===== src/rtl/inst_loader.sv =====
// rtl/inst_loader.sv - byte-stream program loader for the instruction memory LOAD port
//
// Packs INST_WIDTH/8 host bytes MSB-first into one instruction word, writes it
// at the memory's current pc, and paces the auto-incrementing pc with stall.
// An END_MARKER word (never written) or a full memory ends the load, rewinds
// pc and switches the core to EXEC. A reload pulse in EXEC starts a new load.
//
// Ports:
//   clk, rstn               clock, asynchronous active-low reset
//   byte_in/byte_valid      host byte stream
//   byte_ready              byte accepted when byte_valid && byte_ready
//   inst_out                assembled word, to memory inst_in
//   we                      memory write enable (WRITE state only)
//   stall                   holds memory pc (low only in WRITE and EXEC)
//   reset_pc                forces memory pc to 0 (INIT, FINISH)
//   mode                    0 = LOAD, 1 = EXEC
//   reload                  one-cycle request to re-enter LOAD, honoured in EXEC
//   word_count              words written since the last INIT
//   overflow                sticky: memory filled before the marker arrived

module inst_loader #(
    parameter int                    INST_WIDTH     = 32,
    parameter int                    INST_MEM_WIDTH = 12,
    parameter logic [INST_WIDTH-1:0] END_MARKER     = 32'hFFFF_FFFF
) (
    input  logic                      clk,
    input  logic                      rstn,
    input  logic [7:0]                byte_in,
    input  logic                      byte_valid,
    output logic                      byte_ready,
    output logic [INST_WIDTH-1:0]     inst_out,
    output logic                      we,
    output logic                      stall,
    output logic                      reset_pc,
    output logic                      mode,
    input  logic                      reload,
    output logic [INST_MEM_WIDTH:0]   word_count,
    output logic                      overflow
);

    localparam int BYTES = INST_WIDTH / 8;
    localparam int BCW   = (BYTES > 1) ? $clog2(BYTES) : 1;

    localparam logic [BCW-1:0]          LAST_BYTE = BCW'(BYTES - 1);
    localparam logic [INST_MEM_WIDTH:0] LAST_ADDR = {1'b0, {INST_MEM_WIDTH{1'b1}}};

    typedef enum logic [2:0] {
        S_INIT,
        S_RECV,
        S_WRITE,
        S_FINISH,
        S_EXEC
    } state_t;

    state_t                   state;
    logic [BCW-1:0]           byte_cnt;
    logic [INST_WIDTH+7:0]    shifted;
    logic [INST_WIDTH-1:0]    inst_next;
    logic                     accept;
    logic                     last_byte;

    // Shift through a wider vector so the slice stays legal even for 8-bit words.
    assign shifted   = {inst_out, byte_in};
    assign inst_next = shifted[INST_WIDTH-1:0];
    assign accept    = byte_valid && byte_ready;
    assign last_byte = (byte_cnt == LAST_BYTE);

    // Moore decode: every control output is a pure function of the state register,
    // so an asynchronous reset moves them immediately.
    assign byte_ready = (state == S_RECV);
    assign we         = (state == S_WRITE);
    assign reset_pc   = (state == S_INIT) || (state == S_FINISH);
    assign stall      = (state == S_INIT) || (state == S_RECV) || (state == S_FINISH);
    assign mode       = (state == S_EXEC);

    always_ff @(posedge clk or negedge rstn) begin
        if (!rstn) begin
            state      <= S_INIT;
            inst_out   <= '0;
            word_count <= '0;
            overflow   <= 1'b0;
            byte_cnt   <= '0;
        end else begin
            case (state)
                S_INIT: begin
                    word_count <= '0;
                    overflow   <= 1'b0;
                    byte_cnt   <= '0;
                    state      <= S_RECV;
                end
                S_RECV: begin
                    if (accept) begin
                        inst_out <= inst_next;
                        byte_cnt <= last_byte ? '0 : byte_cnt + BCW'(1);
                        if (last_byte) begin
                            // The marker is judged on the word as it will be after
                            // this byte lands, and is never written to memory.
                            state <= (inst_next == END_MARKER) ? S_FINISH : S_WRITE;
                        end
                    end
                end
                S_WRITE: begin
                    word_count <= word_count + (INST_MEM_WIDTH+1)'(1);
                    if (word_count == LAST_ADDR) begin
                        overflow <= 1'b1;
                        state    <= S_FINISH;
                    end else begin
                        state <= S_RECV;
                    end
                end
                S_FINISH: begin
                    state <= S_EXEC;
                end
                S_EXEC: begin
                    if (reload) begin
                        state <= S_INIT;
                    end
                end
                default: begin
                    state <= S_INIT;
                end
            endcase
        end
    end

endmodule


===== config.mk =====
export PLATFORM = sky130hd
export DESIGN_NAME = inst_loader
export DESIGN_NICKNAME = d
export VERILOG_FILES = /design/src/rtl/inst_loader.sv
export SDC_FILE = /design/constraint.sdc
export NUM_CORES = 1
export LEC_CHECK = 0
export CAP_MARGIN = 20
export CORE_MARGIN = 5
export CORE_UTILIZATION = 43
export CTS_BUF_LIST = sky130_fd_sc_hd__clkbuf_4 sky130_fd_sc_hd__clkbuf_8 sky130_fd_sc_hd__clkbuf_16
export DETAILED_ROUTE_END_ITERATION = 10
export HOLD_SLACK_MARGIN = 0.03
export PLACE_DENSITY = 0.78
export SKIP_LAST_GASP = 1
export SYNTH_ARGS = -nofsm -noshare
export SYNTH_HDL_FRONTEND = slang
export SYNTH_SLANG_ARGS = --single-unit

===== constraint.sdc =====
create_clock -name clk -period 1.71 [get_ports clk]
set_input_delay 0.342 -clock clk [delete_from_list [all_inputs] [get_ports clk]]
set_output_delay 0.342 -clock clk [all_outputs]
set_load 0.01 [all_outputs]

# Word-level counts from Yosys, hierarchy flattened

Cells that the tools add are included.

Add/subtract/negate cells: 2
Multiply operators: 0
Divide/modulo/power cells: 0
$lt $le $gt $ge: 0
Equality and inequality tests: 11
Shift operators: 0
Multiplexer cells: 12
Bitwise gates (word level): 0
Reductions and logical operators: 11

Operator list:

| kind                    | count |
|---|---|
| $eq A32 B32 Y1 const B  | 1 |
| $pmux W13 S2            | 1 |
| $pmux W3 S5             | 1 |
| $add A13 B1 Y13 const B | 1 |
| $eq A13 B12 Y1 const B  | 1 |
| $mux W3                 | 3 |
| $ne A2 B1 Y1 const B    | 4 |
| $eq A3 B2 Y1 const B    | 2 |
| $mux W2                 | 3 |
| $reduce_and A2 Y1       | 3 |
| $pmux W2 S2             | 1 |
| $reduce_bool A2 Y1      | 2 |
| $eq A3 B1 Y1 const B    | 1 |
| $eq A3 B3 Y1 const B    | 1 |
| $logic_not A3 Y1        | 1 |
| $logic_or A1 B1 Y1      | 3 |
| $reduce_and A3 Y1       | 1 |
| $add A2 B1 Y2 const B   | 1 |
| $eq A2 B2 Y1 const B    | 1 |
| $mux W1                 | 2 |
| $pmux W1 S2             | 1 |
| $logic_and A1 B1 Y1     | 1 |

Flip-flop bits (word level): 51
Bits in latches: 0
RAM bits: 0
Bits in read-only memories: 0
Input port bits: 12
Output and inout port bits: 51
Logic and storage cells: 41
Memories: 0

# Longest topological paths before layout

Depth in word-level cells: 5
Depth in mapped cells: 5
Mapped depth without buffers: 5

# Worst setup path before layout

No wires, ideal clock.

Kind: register to register
From: reg word_count[0]
To: reg word_count[10]
Library setup time: 69 ps
Data arrival time: 1760 ps
Data required time: 1641 ps
Setup slack: -119 ps
Stages on the path, launching flop included: 6
Buffers on the path: 0
Period minus slack after synthesis: 1829 ps
Cell sequence: dfrtp_1 > ha_1 > nand3_1 > or3_1 > or4_1 > nand3_1

Cells in the longest elaborated chain, start to end: 2

RTL lines:

| element                | line | source |
|---|---|---|
| from (decl)            | 37   | `output logic [INST_MEM_WIDTH:0] word_count,` |
| from (signal assigned) | 103  | `word_count <= word_count + (INST_MEM_WIDTH+1)'(1);` |
| $add A13 B1 Y13        | 103  |  |
| $pmux W13 S2           | 84   | `case (state)` |

No other way between the ends.
A chain may end at the register's enable or synchronous reset.

# Final worst setup path

From: reg word_count[0]
To: out word_count[0]

No word-level cell between the ends.

==> impl_metrics.toml <==
[synth]
syn-instance-count = 195
yosys.area_share.xor_xnor_pct = 0.385
yosysSeqAreaShare_pct = 56.1
ys_seq_elements = 51
synth_top_family_by_area = "multiplexers"
ys_types = 36
synth_compound_area_share_pct = 8.42
syn_nets = 209
synth-simple-area-share_pct = 14.9
synth_area_per_cell_um2 = 11.7
yosysWarnings = 0
syn_area_mm2 = 0.00227
synthMuxAreaShare_pct = 16.3
synth_fa_ha_area_share_pct = 1.10

[sta]
slew_viol_final = 0
fin_worst_skew_ns = 0.00673
max-slew-margin-rel_pct = 77.7
setup_violations = 0
grt_setup_unrepaired = "yes"
min_period_ns = 1.70
min_period_over_period_pct = 99.5
fmax_ghz = 0.588
final-hold-violation-count = 0
finalWorstSetupSlack_ns = 0.00829
tightest_slew_ns = 0.332

[die]
io_pins = 63
core_area_mm2 = 0.00511
row_count = 26
die_h_um = 82.7
dieArea_mm2 = 0.00684
initial_core_util_pct = 44.5
die_w_um = 82.7

[finish]
layout_common_cells = "clkdlybuf4s50_1, dfrtp_1, mux2_2, buf_4, nand2_1"
stdcell_area_mm2 = 0.00340
nets = 305
final_common_cell = "clkdlybuf4s50_1"
instances_no_fill = 362
diodes = 0
area_growth_pct = 49.4
drive_above_1_share_pct = 32.9

[cts]
root_buffer = "clkbuf_8"
cts_tree = "yes"
clk_latency_ns = 0.31
cts.sinks = 51
htree_levels = 2
path_clk_slew_ns = 0.09
ctsLongestPathBuffers = 2
numCtsBuffers = 5

[pwr]
p_leak_nw = 1.47
ir_worst_vdd_mv = 1.07
powerDensity_mw_per_mm2 = 1650

[placed_design]
io_buffer_count = 62
place_inst = 343
gp_congestion = 0.802
dp_slack_ns = -0.0886
dp_hpwl_mm = 4.08
post_dp_cell_area_mm2 = 0.00317

[grt]
grt_usage_pct = 18.0
grt_pass1_vias = 2020
antenna_found_initial = 0
busiest_layer = "met2"
grt.overflow.total = 0
grt_max_degree = 52
grt_first_pass_wirelength_mm = 9.38
use_met2_pct = 28.7
met3_usage_pct = 6.07
met1_usage_pct = 22.9

[worst_setup_path]
critPathSlowestCell = "clkdlybuf4s50_1"
critPathMaxFanout = 3
cpPeakStageDelay_ns = 0.47
start_kind = "flip-flop"
cp-end-kind = "output pin"
critPathArrivalTime_ns = 1.36
critPathKind = "reg -> out"
cp.required_ns = 1.37
cp_cell_sequence = "buf_4, clkdlybuf4s50_1"

[run]
maxCapViolCount = 0

[detailed_routing]
route.detailed.vias_per_inst = 5.48
route.detailed.drc = 0
wl_mm = 5.83
dr.pass1.iters = 4
vias = 1985
drt_iter0_markers = 76
wl_per_cell_um = 16.1
ant_nets = 0

[min_path]
min_path_type = "reg -> reg"

[outcome]
run_status = "finished clean"
==> routing by layer <==
metal  vias up  wire length [um]
met3        14               449
met2        73              2830
li1        907                 -
met5         -                 0
met4         0               118
met1       991              2430
==> metrics by stage <==
step	setup TNS, ns	utilization, %	hold slack, ns	power [mW]
floorplan	0	-	0.0464	3.18
global placement	-1.98	62.0	0.351	4.49
detailed placement	-2.28	62.0	0.353	4.55
CTS	-0.00456	65.6	0.519	5.59
global route	-0.210	66.6	0.528	5.93
finish	0	66.6	0.513	5.59
==> logic make-up after synthesis <==
group,after synthesis
simple gates,61
flops,51
mux,33
compound gates,31
buf+inv,16
fa+ha+maj,2
xor+xnor,1
==> worst max-delay path, delay by kind of cell, from the launching register on <==
family   cells  cell delay (ns)
buf+inv      2             0.62
flops        1             0.43
==> flip-flops by register name (all words and copies together) (netlist names) <==
name        count
byte_cnt        2
inst_out       32
state           3
overflow        1
word_count     13
==> power breakdown <==
part / leakage (nW) / internal, mW / total [mW] / switching, mW
Clock: 0.0644 / 0.583 / 0.998 / 0.415
Combinational: 0.777 / 1.51 / 2.49 / 0.973
Sequential: 0.628 / 1.67 / 2.11 / 0.441
==> area by class of cell <==
| type | instances | area (um2) |
|---|---|---|
| clock buffer | 5 | 68.8 |
| clock inverter | 3 | 67.6 |
| fill | 401 | 1710 |
| inverter | 9 | 33.8 |
| multi-input combinational | 128 | 970 |
| sequential | 51 | 1280 |
| tap | 70 | 87.6 |
| timing repair buffer | 96 | 892 |
==> cells in the mapped netlist, drive strengths merged <==
master   number  area, um2
buf           4       18.8
a22o          1       8.76
o2bb2ai       1       8.76
ha            2       25.0
a21oi        10       50.1
a21bo         2       20.0
a31oi         1       6.26
o211ai        1       7.51
nor3          4       25.0
o21ai        11       55.1
and3          4       27.5
nand3         7       40.0
nand4b        1       8.76
or3           4       31.3
mux2i         1       10.0
clkbuf        3       11.3
nand2        17       63.8
nor4          5       31.3
or4bb         1       11.3
xnor2         1       8.76
a221o         1       10.0
nor2          6       22.5
or2           1       6.26
or4           2       15.0
o41ai         2       17.5
o31ai         1       7.51
inv           9       33.8
nand4         9       56.3
mux2         32        360
dfrtp        51       1280
==> timing repair <==
action / 4_1_cts / 5_1_grt
hold endpoints to repair: 51 / 0
resized for setup: 12 / 13
endpoints found under the setup margin: 10 / 10
setup buffers: 4 / 6
hold buffers: 1 / 0
pin swaps: 0 / 2
==> worst paths after layout <==
kind                       cells past startpoint             end  slack (ns)          start
min                                            1    inst_out[30]        0.51   inst_out[30]
max                                            2   word_count[0]       0.008  word_count[0]
min in group asynchronous                      3  word_count[10]        0.55           rstn
min reg2reg                                    1    inst_out[30]        0.51   inst_out[30]
max in group asynchronous                      3        state[0]        0.91           rstn
max reg2reg                                    5  word_count[11]       0.008  word_count[0]
No activity file was read; power rests on OpenSTA's default activity.
